[config.mk]
export PLATFORM = sky130hd
export DESIGN_NAME = ipt_capture
export DESIGN_NICKNAME = d
export VERILOG_FILES = /design/src/rtl/ipt_capture.sv
export SDC_FILE = /design/constraint.sdc
export NUM_CORES = 1
export LEC_CHECK = 0
export CORE_MARGIN = 2
export CORE_UTILIZATION = 54
export DETAILED_ROUTE_END_ITERATION = 8
export GPL_ROUTABILITY_DRIVEN = 0
export PLACE_DENSITY = 0.83
export SETUP_SLACK_MARGIN = 0.5
export SLEW_MARGIN = 20
export SYNTH_ARGS = -nofsm -noshare
export SYNTH_HDL_FRONTEND = slang
export SYNTH_SLANG_ARGS = --single-unit
[constraint.sdc]
create_clock -name clk -period 7.3 [get_ports clk]
set_clock_uncertainty 0.2 [all_clocks]
set_input_delay 0.73 -clock clk [delete_from_list [all_inputs] [get_ports clk]]
set_output_delay 0.73 -clock clk [all_outputs]
set_load 0.02 [all_outputs]
[src/rtl/ipt_capture.sv]
// Phase-gated round-robin channel sampler feeding a first-word-fall-through capture FIFO.
// A push is visible at the output one cycle later; when the FIFO is full, a capture is dropped unless a pop happens in the same cycle, and a drop sets the sticky overflow flag.
module ipt_capture #(
  parameter  int DW    = 4,
  parameter  int NCH   = 2,
  parameter  int PW    = 3,
  parameter  int DEPTH = 4,
  localparam int CW    = (NCH > 1) ? $clog2(NCH) : 1,
  localparam int AW    = $clog2(DEPTH)
) (
  input  logic                clk,
  input  logic                rst,
  input  logic                enable,
  input  logic [(1<<PW)-1:0]  cap_mask,
  input  logic [NCH*DW-1:0]   din,
  input  logic                clr_ovf,
  input  logic                out_ready,
  output logic [PW-1:0]       phase,
  output logic                out_valid,
  output logic [DW-1:0]       out_data,
  output logic [CW-1:0]       out_ch,
  output logic [AW:0]         count,
  output logic                overflow
);

  logic [PW-1:0]      r_phase;
  logic [CW-1:0]      r_ch_ptr;
  logic [AW-1:0]      r_wptr;
  logic [AW-1:0]      r_rptr;
  logic [AW:0]        r_count;
  logic               r_ovf;
  logic [CW+DW-1:0]   r_mem [DEPTH];

  logic               w_cap;
  logic               w_pop;
  logic               w_full;
  logic               w_push;
  logic               w_drop;
  logic [DW-1:0]      w_sample;
  logic [CW+DW-1:0]   w_head;

  assign w_cap  = enable & cap_mask[r_phase];
  assign w_pop  = (r_count != '0) & out_ready;
  assign w_full = (r_count == (AW+1)'(DEPTH));
  // A full FIFO still accepts the capture when the head leaves in the same cycle.
  assign w_push = w_cap & (~w_full | w_pop);
  assign w_drop = w_cap & w_full & ~w_pop;

  always_comb begin
    w_sample = '0;
    for (int k = 0; k < NCH; k++) begin
      if (r_ch_ptr == CW'(k)) w_sample = din[k*DW +: DW];
    end
  end

  always_ff @(posedge clk) begin
    if (rst) begin
      r_phase  <= '0;
      r_ch_ptr <= '0;
      r_wptr   <= '0;
      r_rptr   <= '0;
      r_count  <= '0;
      r_ovf    <= 1'b0;
    end else begin
      if (enable) r_phase <= r_phase + 1'b1;
      // The channel pointer advances on every capture, accepted or dropped.
      if (w_cap) begin
        if (r_ch_ptr == CW'(NCH-1)) r_ch_ptr <= '0;
        else                        r_ch_ptr <= r_ch_ptr + 1'b1;
      end
      if (w_push) r_wptr <= r_wptr + 1'b1;
      if (w_pop)  r_rptr <= r_rptr + 1'b1;
      case ({w_push, w_pop})
        2'b10:   r_count <= r_count + 1'b1;
        2'b01:   r_count <= r_count - 1'b1;
        default: r_count <= r_count;
      endcase
      if (w_drop)       r_ovf <= 1'b1;
      else if (clr_ovf) r_ovf <= 1'b0;
    end
  end

  always_ff @(posedge clk) begin
    if (w_push && !rst) r_mem[r_wptr] <= {r_ch_ptr, w_sample};
  end

  assign w_head    = r_mem[r_rptr];
  assign phase     = r_phase;
  assign count     = r_count;
  assign overflow  = r_ovf;
  assign out_valid = (r_count != '0);
  assign out_data  = out_valid ? w_head[DW-1:0]     : '0;
  assign out_ch    = out_valid ? w_head[CW+DW-1:DW] : '0;

endmodule
# After elaboration in Yosys (flattened, before gate mapping)
# Memories as Yosys holds them, arrays and structs flattened. A register that Yosys moved wholly into a read port is not among the register bits.
# Index checks and enable logic that the tools add are counted.
totals:
  register_bits: 12
  ram_bits: 20
  inputBits: 21
  out_inout_bits: 13
  wordCells: 43
  memories: 1
memory_table:
  columns: ["memory", "depth", "width", "read_ports", "rd_clocked_by_memory_dff", "wr", "line", "rtl"]
  rows:
  - ["r_mem", 4, 5, 1, 1, 1, "32", "logic [CW+DW-1:0] r_mem [DEPTH];"]
classes:
  addsub: 6
  magnitude_cmp: 1
  n_eq_ne: 3
  mux: 13
  bitwise: 8
  n_reduce_logical: 5
ops:
  columns: ["cell", "count"]
  rows:
  - ["$mux 4", 2]
  - ["$mux 1", 7]
  - ["$add 3x1->3 const B", 2]
  - ["$pmux 3 s2", 1]
  - ["$and 1x1->1", 5]
  - ["$add 2x1->2 const B", 2]
  - ["$lt 3x4->1 const B", 1]
  - ["$mux 2", 2]
  - ["$reduce_bool 2->1", 2]
  - ["$bmux 1 s3", 1]
  - ["$eq 3x3->1 const B", 1]
  - ["$reduce_bool 3->1", 1]
  - ["$sub 3x1->3 const B", 1]
  - ["$eq 2x1->1 const B", 1]
  - ["$eq 2x2->1 const B", 1]
  - ["$not 1->1", 2]
  - ["$add 1x1->1 const B", 1]
  - ["$logic_and 1x1->1", 1]
  - ["$logic_not 1->1", 1]
  - ["$or 1x1->1", 1]

# Logic depth before layout (Yosys ltp)
# Gate-level depths: netlist of run 1.
logic_depth:
  depth_word: 7
  mapped_depth: 8
  depth_no_buf: 8

# Worst setup path before layout of run 1
# No wires, ideal clock.
synth_timing:
  path_kind: "input port to flip-flop"
  start: "input port cap_mask[1]"
  end: "register r_count[2], in the netlist count[2]"
  arrival_ns: 2.469
  required_ns: 6.979
  path_slack_ns: 4.511
  cell_stages: 8
  cell_sequence: "mux4_1 nor2_1 nor3_2 nor2_1 fa_1 and3_1 mux2i_1 mux2_2"
synth_via:
  elab_chain_cells: 6
  elab_cells_between_ends: 8
synth_rtl:
  columns: ["element", "line", "rtl"]
  rows:
  - ["from (decl)", "14", "input logic [(1<<PW)-1:0] cap_mask,"]
  - ["$bmux 1 s3 (*)", "42", "assign w_cap = enable & cap_mask[r_phase];"]
  - ["$mux 1 (implied by the code) (*)", "42", null]
  - ["$and 1x1->1 (*)", "42", null]
  - ["$and 1x1->1 (*)", "46", "assign w_push = w_cap & (~w_full | w_pop);"]
  - ["$eq 2x1->1 or $eq 2x2->1 (tied branches)", "73", "case ({w_push, w_pop})"]
  - ["$pmux 3 s2 or $reduce_bool 2->1 (tied branches)", null, null]
  - ["to (signal assigned)", "74", "2'b10: r_count <= r_count + 1'b1;"]
  - ["to (signal assigned)", "75", "2'b01: r_count <= r_count - 1'b1;"]
  - ["to (signal assigned)", "76", "default: r_count <= r_count;"]
  - ["to (decl)", "30", "logic [AW:0] r_count;"]
# Every way passes the cells marked *; elsewhere a longest branch is shown, timed or not. The select of a mux whose other input is x is not followed.
# A chain may end at the register's enable or synchronous reset.

==> results.sh, run 1 <==
export IMPL_netlist_area_um2=1600
export IMPL_cts_tree="yes"
export IMPL_synth_seq_area_share_pct=55.1
export IMPL_post_cts_buffers=0
export IMPL_rsz0062_at_grt="no"
export IMPL_io_buffers=33
export IMPL_drt_first_pass_iters=4
export IMPL_maxSlewViolCount=0
export IMPL_start_util_pct=57.4
export IMPL_crit_fanout=5
export IMPL_status="finished clean"
export IMPL_synth_top_cell_by_area="edfxtp_1"
export IMPL_clockPowerShare_pct=25.5
export IMPL_grt_pass1_wl_um=5090
export IMPL_grt_pass1_vias=1140
export IMPL_syn_inst=123
export IMPL_reg2reg_depth=8
export IMPL_routedWlPerCell_um=15.9
export IMPL_clockBufferDepth=2
export IMPL_fmax_mhz=327
export IMPL_h_tree_depth=2
export IMPL_synth_area_per_cell_um2=13.0
export IMPL_cp_num_buf_inv=1
export IMPL_grt_overflow_total=0
export IMPL_area_growth_pct=27.7
export IMPL_cts_made_buffers=5
export IMPL_max_vdd_ir_drop_uv=291
export IMPL_drt_iter0_drc=29
export IMPL_hold_end="r_wptr[0]$_SDFFE_PP0P_"
export IMPL_hold_path_depth=2
export IMPL_crit_family="multiplexers"
export IMPL_vias=1115
export IMPL_finalNonFillerCells=189
export IMPL_synth_compound_area_share_pct=1.88
export IMPL_critPathCaptureType="primary output"
export IMPL_final_layout_size_suffix_gt1_share_pct=15.8
export IMPL_setup_viol=0
export IMPL_setup_tns_ps=0
export IMPL_finalNetCount=184
export IMPL_dpl_cell_area_um2=1940
export IMPL_pwr_share_seq_pct=38.3
export IMPL_clk_root_buffer_cell="clkbuf_4"
export IMPL_cts_resized_gates=0
export IMPL_p_comb_share_pct=36.2
export IMPL_p_sw_share_pct=32.1
export IMPL_min_path_type="reg -> reg"
export IMPL_ys_seq_elements=34
export IMPL_row_count=19
export IMPL_hold_slack_ps=337
export IMPL_grtUsageTotal_pct=20.5
export IMPL_dieArea_um2=3410
export IMPL_grt_max_degree=20
export IMPL_worstPathRequired_ps=6370
export IMPL_period_share_pct=41.9
export IMPL_power_density_nw_per_um2=328
export IMPL_slowest_stage="mux4_2"
export IMPL_cap_viol_max_count=0
export IMPL_cts_hold_buffers=0
export IMPL_p_switching_mw=0.215
export IMPL_yosys_warnings=0
export IMPL_reg2reg_slack_ps=4550
export IMPL_synth_xor_area_share_pct=2.74
export IMPL_worstSetupStartpointType="flip-flop"
export IMPL_p_leak_nw=0.727
export IMPL_coreArea_um2=2780
export IMPL_synth_top_family_by_area="simple AND/OR/NAND/NOR gates"
export IMPL_min_period_ps=3060
export IMPL_ioPinCount=34
export IMPL_ys_types=31
export IMPL_fp_dieH_um=58.4
export IMPL_viasPerCell=5.90
export IMPL_synth_top_area_share_pct=37.6
export IMPL_antenna_found_initial=0
export IMPL_die_width_um=58.4
export IMPL_cp_arrival_ps=2130
export IMPL_synth_top_cells_by_area="edfxtp_1 (38%), dfxtp_1 (18%), mux4_2 (7.0%)"
export IMPL_worstSetupPathType="reg -> out"
export IMPL_slew_headroom_pct=55.7
export IMPL_p_int_mw=0.455
export IMPL_hold_viol=0
export IMPL_worstMarginPinSlew_ps=663
export IMPL_clock_sinks=34
export IMPL_insertedDiodeCount=0
export IMPL_ant_nets=0
export IMPL_place_hpwl_um=2190
export IMPL_slowest_delay_ps=540
export IMPL_synthMuxAreaShare_pct=14.9
export IMPL_syn_nets=150
export IMPL_min_from="r_wptr[0]$_SDFFE_PP0P_"
export IMPL_design_area_um2=2040
export IMPL_r2r_start="phase[0]$_SDFFE_PP0P_"
export IMPL_clkLatencyLatePin_ps=340
export IMPL_crit_chain="mux4_2 > and2_1 > clkdlybuf4s50_1"
export IMPL_synth_fa_ha_area_share_pct=5.17
export IMPL_reg2reg_to="count[2]$_SDFFE_PP0P_"
export IMPL_finalPower_mw=0.670
export IMPL_clk_pin_slew_worst_paths_ps=110
export IMPL_drc=0
export IMPL_placed_cells_incl_taps=181
export IMPL_synth_simple_area_share_pct=18.0
export IMPL_drt_total_wl_um=3010
layout by cell type, fill, tap and decap left out:
cell / netlist / final
or4b_2: 1 / 1
nand2_1: 3 / 3
nor4b_1: 1 / 1
o21ai_0: 3 / 3
and2_1: 5 / 5
bufinv_16: 0 / 2
a21oi_1: 3 / 3
inv_1: 2 / 2
edfxtp_1: 20 / 20
dfxtp_1: 14 / 14
nor2_1: 13 / 13
or3_1: 2 / 2
mux2i_1: 2 / 2
nand4_1: 6 / 6
mux4_1: 1 / 1
nor3_1: 1 / 1
clkinv_1: 0 / 1
nand4b_1: 4 / 4
mux2_2: 7 / 7
nor3_2: 1 / 1
nand3_1: 3 / 3
nor3b_1: 1 / 1
clkbuf_4: 0 / 5
nor2b_1: 3 / 3
fa_1: 1 / 1
mux4_2: 5 / 5
xnor2_1: 2 / 2
and3_1: 1 / 1
clkdlybuf4s50_1: 0 / 33
ha_1: 5 / 5
xor2_1: 3 / 3
and2_2: 4 / 4
worst max-delay path by stage:
stage          slack [ps]                     to         from  cells after the start
6_report             4240            out_data[0]    flip-flop                      3
5_1_grt              4110  count[2]$_SDFFE_PP0P_       enable                      8
4_1_cts              4190            out_data[0]    flip-flop                      3
3_5_place_dp         3890  count[2]$_SDFFE_PP0P_       enable                      8
3_3_place_gp         3980  count[2]$_SDFFE_PP0P_  cap_mask[1]                      9
2_1_floorplan        4510  count[2]$_SDFFE_PP0P_  cap_mask[1]                      8
metrics by stage:
| step | util, % | setup WS [ps] |
|---|---|---|
| 6_report | 73.4 | 4240 |
| 5_1_grt | 73.4 | 4110 |
| 4_1_cts | 73.4 | 4190 |
| 3_5_place_dp | 69.7 | 3890 |
| 3_3_place_gp | 69.7 | 3980 |
| 2_1_floorplan | - | 4510 |
final cells by class:
type	instances	area, µm²
clock buffer	5	37.5
inverter	2	7.51
tap	31	38.8
clock inverter	3	63.8
multi-input combinational	81	682
sequential	34	881
timing repair buffer	33	330
fill	194	741
routing by layer:
metal	part of all wire (%)	wire (µm)	global-route usage (%)	vias up
li1	-	-	-	528
met1	39	1180	23.5	526
met2	52	1560	35.0	51
met3	6.6	198	6.15	10
met4	2.4	73	9.63	0
met5	0	0	0	-
sequential cells by signal, summed over array words and instances (netlist names), named ones only:
signal / cells
overflow: 1
r_ch_ptr: 1
count: 3
r_mem: 20
r_rptr: 2
phase: 3
r_wptr: 2
tightest hold or removal path, stage by stage, from the launching register on:
cell	delay, ps
dfxtp_1	360
o21ai_0	80
a21oi_1	60
cell usage after synthesis:
cell type	instances
clkbuf_1	4
mux2i_1	2
nor3b_1	1
nand4b_1	4
mux2_2	7
nor2_1	13
inv_1	2
o21ai_0	3
xor2_1	3
nand2_1	3
nor2b_1	3
a21oi_1	3
or4b_2	1
and2_1	5
edfxtp_1	20
and3_1	1
nand4_1	6
nor3_1	1
mux4_2	5
and2_2	4
mux4_1	1
dfxtp_1	14
fa_1	1
buf_4	1
xnor2_1	2
nor3_2	1
nand3_1	3
ha_1	5
nor4b_1	1
buf_2	1
or3_1	2
power by group through the flow:
stage / combinational (mW) / sequential, mW / clock [mW]
after floorplan: 0.145 / 0.260 / 0
after detailed placement: 0.244 / 0.261 / 0
after global placement: 0.234 / 0.259 / 0
after global routing: 0.264 / 0.261 / 0.180
final: 0.242 / 0.257 / 0.171
after CTS: 0.245 / 0.257 / 0.173
cells by family after synthesis:
logic type / count (synthesis)
AO/OA/AOI/OAI: 6
flip-flops: 34
adder cells (fa/ha/maj): 6
multiplexers: 15
buffers and inverters: 8
XOR/XNOR: 5
AND/OR/NAND/NOR: 49
(Power assumes the default switching activity.)
==> run 2: changes to the inputs <==
- CORE_UTILIZATION: 54 -> 50
- PLACE_DENSITY: 0.83 -> 0.78
- clock period: 7.3 -> 3.03 ns (I/O delays scaled with it)
==> results.sh, run 2 (synthesized netlist as in run 1, its figures left out) <==
export IMPL_dieArea_um2=3660
export IMPL_slowest_delay_ps=570
export IMPL_p_comb_share_pct=41.5
export IMPL_area_growth_pct=29.6
export IMPL_max_vdd_ir_drop_uv=345
export IMPL_slowest_stage="or3_2"
export IMPL_start_util_pct=52.3
export IMPL_grt_max_degree=20
export IMPL_grt_pass1_vias=1036
export IMPL_vias=1097
export IMPL_viasPerCell=5.35
export IMPL_setup_tns_ps=0
export IMPL_fmax_mhz=402
export IMPL_clockPowerShare_pct=16.8
export IMPL_clockBufferDepth=2
export IMPL_clock_sinks=34
export IMPL_finalNetCount=187
export IMPL_multiInputGateArea_um2=716
export IMPL_antenna_found_initial=0
export IMPL_routedWlPerCell_um=15.0
export IMPL_setup_ws_ps=542
export IMPL_status="finished clean"
export IMPL_die_width_um=60.5
export IMPL_ioPinCount=34
export IMPL_design_area_um2=2070
export IMPL_final_cell_mix="clkdlybuf4s50_1 (33), edfxtp_1 (20), nor2_1 (12)"
export IMPL_largest_register_ffs=20
export IMPL_post_place_ws_ps=147
export IMPL_grt_overflow_total=0
export IMPL_reg2reg_depth=7
export IMPL_min_path_type="reg -> reg"
export IMPL_r2r_start="count[0]$_SDFFE_PP0P_"
export IMPL_drt_total_wl_um=3080
export IMPL_top_register="r_mem"
export IMPL_critPathCaptureType="primary output"
export IMPL_h_tree_depth=2
export IMPL_worstMarginPinSlew_ps=696
export IMPL_ant_nets=0
export IMPL_clk_pin_slew_worst_paths_ps=100
export IMPL_p_int_mw=0.987
export IMPL_finalPower_mw=1.52
export IMPL_final_layout_size_suffix_gt1_share_pct=22.4
export IMPL_drt_iter0_drc=37
export IMPL_crit_fanout=9
export IMPL_worstSetupPathType="reg -> out"
export IMPL_hold_viol=0
export IMPL_worstPathRequired_ps=2530
export IMPL_coreArea_um2=3050
export IMPL_row_count=20
export IMPL_drc=0
export IMPL_p_sw_share_pct=34.9
export IMPL_reg2reg_to="count[2]$_SDFFE_PP0P_"
export IMPL_cts_tree="yes"
export IMPL_cts_made_buffers=5
export IMPL_grt_pass1_wl_um=4640
export IMPL_nFillCells=241
export IMPL_worstSetupStartpointType="flip-flop"
export IMPL_dpl_cell_area_um2=1970
export IMPL_period_share_pct=82.1
export IMPL_insertedDiodeCount=0
export IMPL_pwr_share_seq_pct=41.7
export IMPL_slew_headroom_pct=52.9
export IMPL_grtUsageTotal_pct=17.6
export IMPL_reg2reg_slack_ps=640
export IMPL_setup_viol=0
export IMPL_cp_arrival_ps=1980
export IMPL_clkLatencyLatePin_ps=330
export IMPL_seqCellArea_um2=887
export IMPL_cp_endpoint="out_data[2]"
export IMPL_power_density_nw_per_um2=732
export IMPL_io_buffers=33
export IMPL_rsz0062_at_grt="yes"
export IMPL_place_hpwl_um=2160
export IMPL_cp_startpoint="count[0]$_SDFFE_PP0P_"
export IMPL_drt_first_pass_iters=4
export IMPL_final_core_util_pct=67.8
export IMPL_cap_viol_max_count=0
export IMPL_clk_root_buffer_cell="clkbuf_4"
export IMPL_p_switching_mw=0.529
export IMPL_p_leak_nw=0.729
export IMPL_crit_chain="or3_2 > and2_1 > clkdlybuf4s50_1"
export IMPL_min_period_ps=2490
export IMPL_maxSlewViolCount=0
export IMPL_layout_commonest_cell="clkdlybuf4s50_1"
export IMPL_fp_dieH_um=60.5
export IMPL_cts_hold_buffers=0
run 2: cell count changes in the layout (fill, tap and decap cells not counted), sizes merged:
cell / previous run / this run
buf: 0 / 2
or3: 2 / 3
clkbuf: 5 / 7
bufinv: 2 / 0
run 2: routing by layer:
metal	global-route usage (%)	vias up	share of wire, %
met4	5.59	0	0.49
met1	20.3	528	43
met2	31.2	36	50
met5	0	-	0
li1	-	531	-
met3	5.54	2	5.8
run 2: timing repair:
| action | CTS | global route |
|---|---|---|
| gates cloned | 0 | 1 |
| setup buffers | 1 | 0 |
| pin swaps | 1 | 1 |
| gates resized for setup | 2 | 5 |
| hold endpoints to repair | 0 | 0 |
| endpoints found under the setup margin | 6 | 27 |
run 2: area by class of cell:
| class | instances | share of cell area, % |
|---|---|---|
| clock buffer | 7 | 2.66 |
| clock inverter | 1 | 0.242 |
| inverter | 2 | 0.363 |
| multi-input combinational | 82 | 34.6 |
| sequential | 34 | 42.8 |
| tap | 44 | 2.66 |
| timing repair buffer | 35 | 16.7 |
run 2: per-stage QoR:
| step | std cells | hold slack, ps |
|---|---|---|
| floorplan | 123 | 251 |
| global placement | 195 | 297 |
| detailed placement | 195 | 320 |
| CTS | 204 | 335 |
| global route | 205 | 363 |
| finish | 205 | 335 |
run 2: worst max-delay path: cells and delay by family (launching register included):
kind | cells | cell delay, ps
flops | 1 | 390
simple gates | 2 | 740
buf+inv | 1 | 530
run 2: power by group through the flow:
| stage | logic [mW] | registers, mW | clock network (mW) |
|---|---|---|---|
| global placement | 0.574 | 0.625 | 0 |
| CTS | 0.609 | 0.621 | 0.266 |
| global route | 0.679 | 0.644 | 0.287 |
| detailed placement | 0.594 | 0.628 | 0 |
| finish | 0.629 | 0.632 | 0.256 |
| floorplan | 0.359 | 0.628 | 0 |
run 2: worst min-delay path by stage:
stage                              to              startpoint  cells after the start
2_1_floorplan   phase[0]$_SDFFE_PP0P_                  enable                      2
3_3_place_gp   r_wptr[0]$_SDFFE_PP0P_  r_wptr[0]$_SDFFE_PP0P_                      2
3_5_place_dp   r_rptr[1]$_SDFFE_PP0N_  r_rptr[1]$_SDFFE_PP0N_                      2
4_1_cts        r_wptr[0]$_SDFFE_PP0P_  r_wptr[0]$_SDFFE_PP0P_                      2
5_1_grt        r_wptr[0]$_SDFFE_PP0P_  r_wptr[0]$_SDFFE_PP0P_                      2
6_report       r_rptr[1]$_SDFFE_PP0N_  r_rptr[1]$_SDFFE_PP0N_                      2
